$ cat config.mk
export PLATFORM = sky130hd
export DESIGN_NAME = bcd_key_entry
export DESIGN_NICKNAME = d
export VERILOG_FILES = /design/src/rtl/bcd_key_entry.sv
export SDC_FILE = /design/constraint.sdc
export NUM_CORES = 1
export LEC_CHECK = 0
export CAP_MARGIN = 40
export CORE_ASPECT_RATIO = 0.5
export CORE_UTILIZATION = 45
export DETAILED_ROUTE_END_ITERATION = 7
export MAX_ROUTING_LAYER = met4
export PLACE_DENSITY = 0.72
export SYNTH_ARGS = -nofsm -noshare
export SYNTH_HDL_FRONTEND = slang
export SYNTH_SLANG_ARGS = --single-unit
$ cat constraint.sdc
create_clock -name clk -period 2.1 [get_ports clk]
set_input_delay 0.21 -clock clk [delete_from_list [all_inputs] [get_ports clk]]
set_output_delay 0.21 -clock clk [all_outputs]
set_load 0.1 [all_outputs]
$ cat src/rtl/bcd_key_entry.sv
// Debounced 3-digit signed BCD keypad entry: ones, tens, hundreds, then commit.
// Latency: raw key edge -> press after 2 + DEBOUNCE_CYCLES cycles; value_valid one cycle after the hundreds capture.
// Backpressure: none; strobes are single-cycle and must be consumed when they fire.
//
// Ports: clk/rst (sync, active-high); key_n, sign_sw raw asynchronous inputs;
// bcd_num digit switches; digit_idx next digit; ones/tens/huns_out + negative
// last committed value; value_valid / entry_err / entry_abort one-cycle strobes;
// sign_db debounced sign level.
// Optional macro BCD_KEY_ENTRY_RANGE_EN: reject committed values above 199.
module bcd_key_entry #(
    parameter int DEBOUNCE_CYCLES = 500000,
    parameter int CNT_W           = 20
) (
    input  logic       clk,
    input  logic       rst,
    input  logic       key_n,
    input  logic       sign_sw,
    input  logic [3:0] bcd_num,
    output logic [1:0] digit_idx,
    output logic [3:0] ones_out,
    output logic [3:0] tens_out,
    output logic [3:0] huns_out,
    output logic       negative,
    output logic       value_valid,
    output logic       entry_err,
    output logic       entry_abort,
    output logic       sign_db
);

    localparam logic [CNT_W-1:0] DB_LAST = CNT_W'(DEBOUNCE_CYCLES - 1);

    typedef enum logic [1:0] {
        S_ONES   = 2'd0,
        S_TENS   = 2'd1,
        S_HUNS   = 2'd2,
        S_COMMIT = 2'd3
    } state_t;

    // Two-flop synchronizers; reset values match the idle debounced levels
    // so no spurious count starts after reset.
    logic key_s1, key_s2, sign_s1, sign_s2;

    always_ff @(posedge clk) begin
        if (rst) begin
            key_s1  <= 1'b1;
            key_s2  <= 1'b1;
            sign_s1 <= 1'b0;
            sign_s2 <= 1'b0;
        end else begin
            key_s1  <= key_n;
            key_s2  <= key_s1;
            sign_s1 <= sign_sw;
            sign_s2 <= sign_s1;
        end
    end

    // Debounce: the level flips only after DEBOUNCE_CYCLES consecutive
    // samples disagreeing with it.
    logic [CNT_W-1:0] key_cnt, sign_cnt;
    logic             key_db, key_db_d1, sign_db_d1;

    always_ff @(posedge clk) begin
        if (rst) begin
            key_cnt    <= '0;
            sign_cnt   <= '0;
            key_db     <= 1'b1;
            key_db_d1  <= 1'b1;
            sign_db    <= 1'b0;
            sign_db_d1 <= 1'b0;
        end else begin
            key_db_d1  <= key_db;
            sign_db_d1 <= sign_db;

            if (key_s2 == key_db) begin
                key_cnt <= '0;
            end else if (key_cnt == DB_LAST) begin
                key_db  <= ~key_db;
                key_cnt <= '0;
            end else begin
                key_cnt <= key_cnt + 1'b1;
            end

            if (sign_s2 == sign_db) begin
                sign_cnt <= '0;
            end else if (sign_cnt == DB_LAST) begin
                sign_db  <= ~sign_db;
                sign_cnt <= '0;
            end else begin
                sign_cnt <= sign_cnt + 1'b1;
            end
        end
    end

    // Press on debounced falling edge only; sign change on either edge.
    logic press, sign_chg;
    assign press    = key_db_d1 & ~key_db;
    assign sign_chg = sign_db_d1 ^ sign_db;

    state_t     state;
    logic [3:0] sh_ones, sh_tens, sh_huns;
    logic       sh_neg;

    always_ff @(posedge clk) begin
        if (rst) begin
            state       <= S_ONES;
            digit_idx   <= 2'd0;
            sh_ones     <= '0;
            sh_tens     <= '0;
            sh_huns     <= '0;
            sh_neg      <= 1'b0;
            ones_out    <= '0;
            tens_out    <= '0;
            huns_out    <= '0;
            negative    <= 1'b0;
            value_valid <= 1'b0;
            entry_err   <= 1'b0;
            entry_abort <= 1'b0;
        end else begin
            value_valid <= 1'b0;
            entry_err   <= 1'b0;
            entry_abort <= 1'b0;
            case (state)
                S_ONES: begin
                    // A sign change with nothing captured yet is harmless.
                    if (press) begin
                        if (bcd_num > 4'd9) begin
                            entry_err <= 1'b1;
                        end else begin
                            sh_ones   <= bcd_num;
                            state     <= S_TENS;
                            digit_idx <= 2'd1;
                        end
                    end
                end
                S_TENS, S_HUNS: begin
                    // Abort beats a simultaneous press: the digit is dropped.
                    if (sign_chg) begin
                        sh_ones     <= '0;
                        sh_tens     <= '0;
                        sh_huns     <= '0;
                        sh_neg      <= 1'b0;
                        entry_abort <= 1'b1;
                        state       <= S_ONES;
                        digit_idx   <= 2'd0;
                    end else if (press) begin
                        if (bcd_num > 4'd9) begin
                            entry_err <= 1'b1;
                        end else if (state == S_TENS) begin
                            sh_tens   <= bcd_num;
                            state     <= S_HUNS;
                            digit_idx <= 2'd2;
                        end else begin
                            sh_huns   <= bcd_num;
                            sh_neg    <= sign_db;
                            state     <= S_COMMIT;
                            digit_idx <= 2'd0;
                        end
                    end
                end
                default: begin
                    // S_COMMIT lasts one cycle; presses are too far apart
                    // to land here.
`ifdef BCD_KEY_ENTRY_RANGE_EN
                    if (sh_huns > 4'd1) begin
                        entry_err <= 1'b1;
                    end else begin
                        ones_out    <= sh_ones;
                        tens_out    <= sh_tens;
                        huns_out    <= sh_huns;
                        negative    <= sh_neg;
                        value_valid <= 1'b1;
                    end
`else
                    ones_out    <= sh_ones;
                    tens_out    <= sh_tens;
                    huns_out    <= sh_huns;
                    negative    <= sh_neg;
                    value_valid <= 1'b1;
`endif
                    state     <= S_ONES;
                    digit_idx <= 2'd0;
                end
            endcase
        end
    end

endmodule

==> impl_metrics.ini <==
[floorplan]
die_y_um = 63.22
core-area_um2 = 6963
io_pins = 27
floorplan.die_area_um2 = 7867
rows = 21
die_w_um = 124.4
start_util_pct = 48.45

[drt]
wl_per_cell_um = 13.88
num_vias = 2809
drtPass1Iterations = 4
antenna_left = 0
drc = 0
via_per_inst = 5.530
routed_wl_um = 7053
drtIter0Drc = 183

[placed_design]
place_hpwl_um = 4813
placedInstanceArea_um2 = 3740
port-buffer-count = 26
place_inst = 492
place_congestion = 0.9703

[timing]
finalMaxSlewViolations = 0
maxSlewHeadroom_pct = 64.70
max_freq_ghz = 0.5079
fin_crit_ns = 1.969
fin_crit_sh_pct = 93.76
final.setup.tns_ns = 0
setup_viol = 0
hold_viol = 0
tightest_slew_ns = 0.5254
fin_worst_skew_ns = 0.007060
rsz0062_at_grt = no

[setup_path]
cpPeakStageDelay_ns = 0.56
reg2reg_slack_ns = 0.13
critPathArrivalTime_ns = 2.19
start_kind = flip-flop
cp_data_required_time_ns = 2.32
r2r_end = sign_cnt[7]
crit_chain = or4b_1 -> or4_4 -> o21ai_2 -> buf_4 -> nor2_1
crit_start = sign_cnt[6]
critPathMaxFanout = 10
r2r_start = sign_cnt[6]
critPathSlowestCell = or4_4
critPathCaptureType = flip-flop
endpoint = sign_cnt[7]
reg2reg_depth = 5
critPathKind = reg2reg

[power_and_ir_drop]
power_leakage_nw = 1.397
switchingPower_uw = 646.4
power_frac_comb_pct = 1.6
internal_power_mw = 2.885
power_mw = 3.532
pwr-share-seq_pct = 43.7
clockPowerShare_pct = 54.7
power_density_nw_per_um2 = 857.9
peakVddDrop_v = 0.0004647
switching_share_pct = 18.30

[global_route]
grt_max_degree = 20
grt_pass1_vias = 2689
track_usage_pct = 19.79
grt_antenna_before_repair = 0
grt-ovfl-total = 0
grt_pass1_wl_um = 12060

[clock_tree]
cts-root-buf = clkbuf_16
numCtsBuffers = 9
cts-resized-gates = 0
path_clk_slew_ns = 0.06
cts_tree = yes
cts_setup_buffers = 0
cts_max_level = 3
clk_path_buf_depth = 2
cts_hold_buffers = 0
cts.sinks = 81
worstSkewPairLatency_ns = 0.34

[finish]
mostFrequentLayoutCell = dfxtp_1
diodes = 0
nets = 425
fill_cells = 576
area_delta_synth_final_pct = 22.03
layoutNonFillerInstCount = 508
final_area_um2 = 4116
utilization_pct = 59.12
final_layout_size_suffix_gt1_share_pct = 13.22
final_cell_mix = 80 x dfxtp_1, 48 x nor2_1, 32 x buf_4

[synth]
synthFlopType = dfxtp_1
synth_edf_count = 0
ys_warn_count = 0
avgSynthCellArea_um2 = 9.044
synth_cells = 373
ys_types = 40
synth_area_um2 = 3373
synthArstFlopShare_pct = 0
synth-seq-cells = 81
syn-num-nets = 387
yosysSeqAreaShare_pct = 48.07

[run]
maxCapViolations = 0

[outcome]
status = completed

[hold_path]
hold_depth = 1
min_path_type = reg2reg
==> how the worst min path moves through the flow <==
stage	startpoint	slack, ns	end
5_1_grt	key_n	0.45	key_s1
6_report	key_s1	0.42	key_s2
3_5_place_dp	key_s1	0.42	key_s2
4_1_cts	sign_sw	0.43	sign_s1
3_3_place_gp	key_s1	0.41	key_s2
2_1_floorplan	key_n	0.31	key_s1
==> through the flow <==
| step | setup WS (ns) | hold slack [ns] |
|---|---|---|
| global route | 0.07049 | 0.4451 |
| finish | 0.1310 | 0.4233 |
| floorplan | 0.2268 | 0.3138 |
| CTS | 0.1405 | 0.4262 |
| global placement | 0.1880 | 0.4119 |
| detailed placement | 0.1486 | 0.4165 |
==> critical path: cells and delay by family, from the launching register on <==
family,cells,cell delay (ns)
flip-flops,1,0.34
buffers and inverters,1,0.19
AND/OR/NAND/NOR,3,1.17
AO/OA/AOI/OAI,1,0.15
==> cells by family after synthesis <==
group	synth area share (%)
AOI/OAI and AO/OA	11.28
xor gates and xnor gates	6.751
muxes	3.857
adders and majority gates	2.225
and+or+nand+nor	24.59
buffers and inverters	3.227
DFF	48.07
==> cell type report <==
class	count	area, µm²	area share (%)
Timing Repair Buffer	39	310.3	7.538
Clock buffer	10	239.0	5.805
Tap cell	92	115.1	2.796
Inverter	13	48.80	1.185
Clock inverter	6	137.6	3.343
Multi-Input combinational cell	267	1643	39.91
Sequential cell	81	1623	39.42
==> cell usage after synthesis, types with 6 or more instances <==
cell       n  area [µm²]
nor4_1     8       50.05
clkbuf_1  10       37.54
and4_1     6       52.55
nand2_1   22       82.58
inv_1     13       48.80
nand3_1   19       95.09
dfxtp_1   81        1622
a22o_1     8       70.07
nor3_1     8       40.04
mux2i_1   13       130.1
xor2_1    12       105.1
a21oi_1   23       115.1
xnor2_1   14       122.6
nand4_1   14       87.58
nor2_1    48       180.2
ha_1       6       75.07
or3_1      6       37.54
o21ai_0   17       85.08
==> power by group through the flow <==
| stage | Combinational (mW) | Sequential, mW | Clock [mW] |
|---|---|---|---|
| floorplan | 0.0273 | 1.58 | 0 |
| global placement | 0.0547 | 1.58 | 0 |
| detailed placement | 0.0560 | 1.58 | 0 |
| CTS | 0.0568 | 1.54 | 1.97 |
| global route | 0.0615 | 1.54 | 2.04 |
| finish | 0.0569 | 1.54 | 1.93 |
==> sequential cells by signal (all words and copies together), names as in the netlist, 4 cells and up <==
signal,count
huns_out,4
key_cnt,20
ones_out,4
sh_huns,4
sh_ones,4
sh_tens,4
sign_cnt,20
tens_out,4
==> metal layers <==
metal  track usage, %  vias to the layer above  wire length [µm]
met5                -                        -                 0
met4            4.669                        0                62
met3            8.156                        8               444
met2            32.94                       82              3356
met1            22.26                     1310              3190
li1                 -                     1409                 -
(Power assumes the default switching activity.)
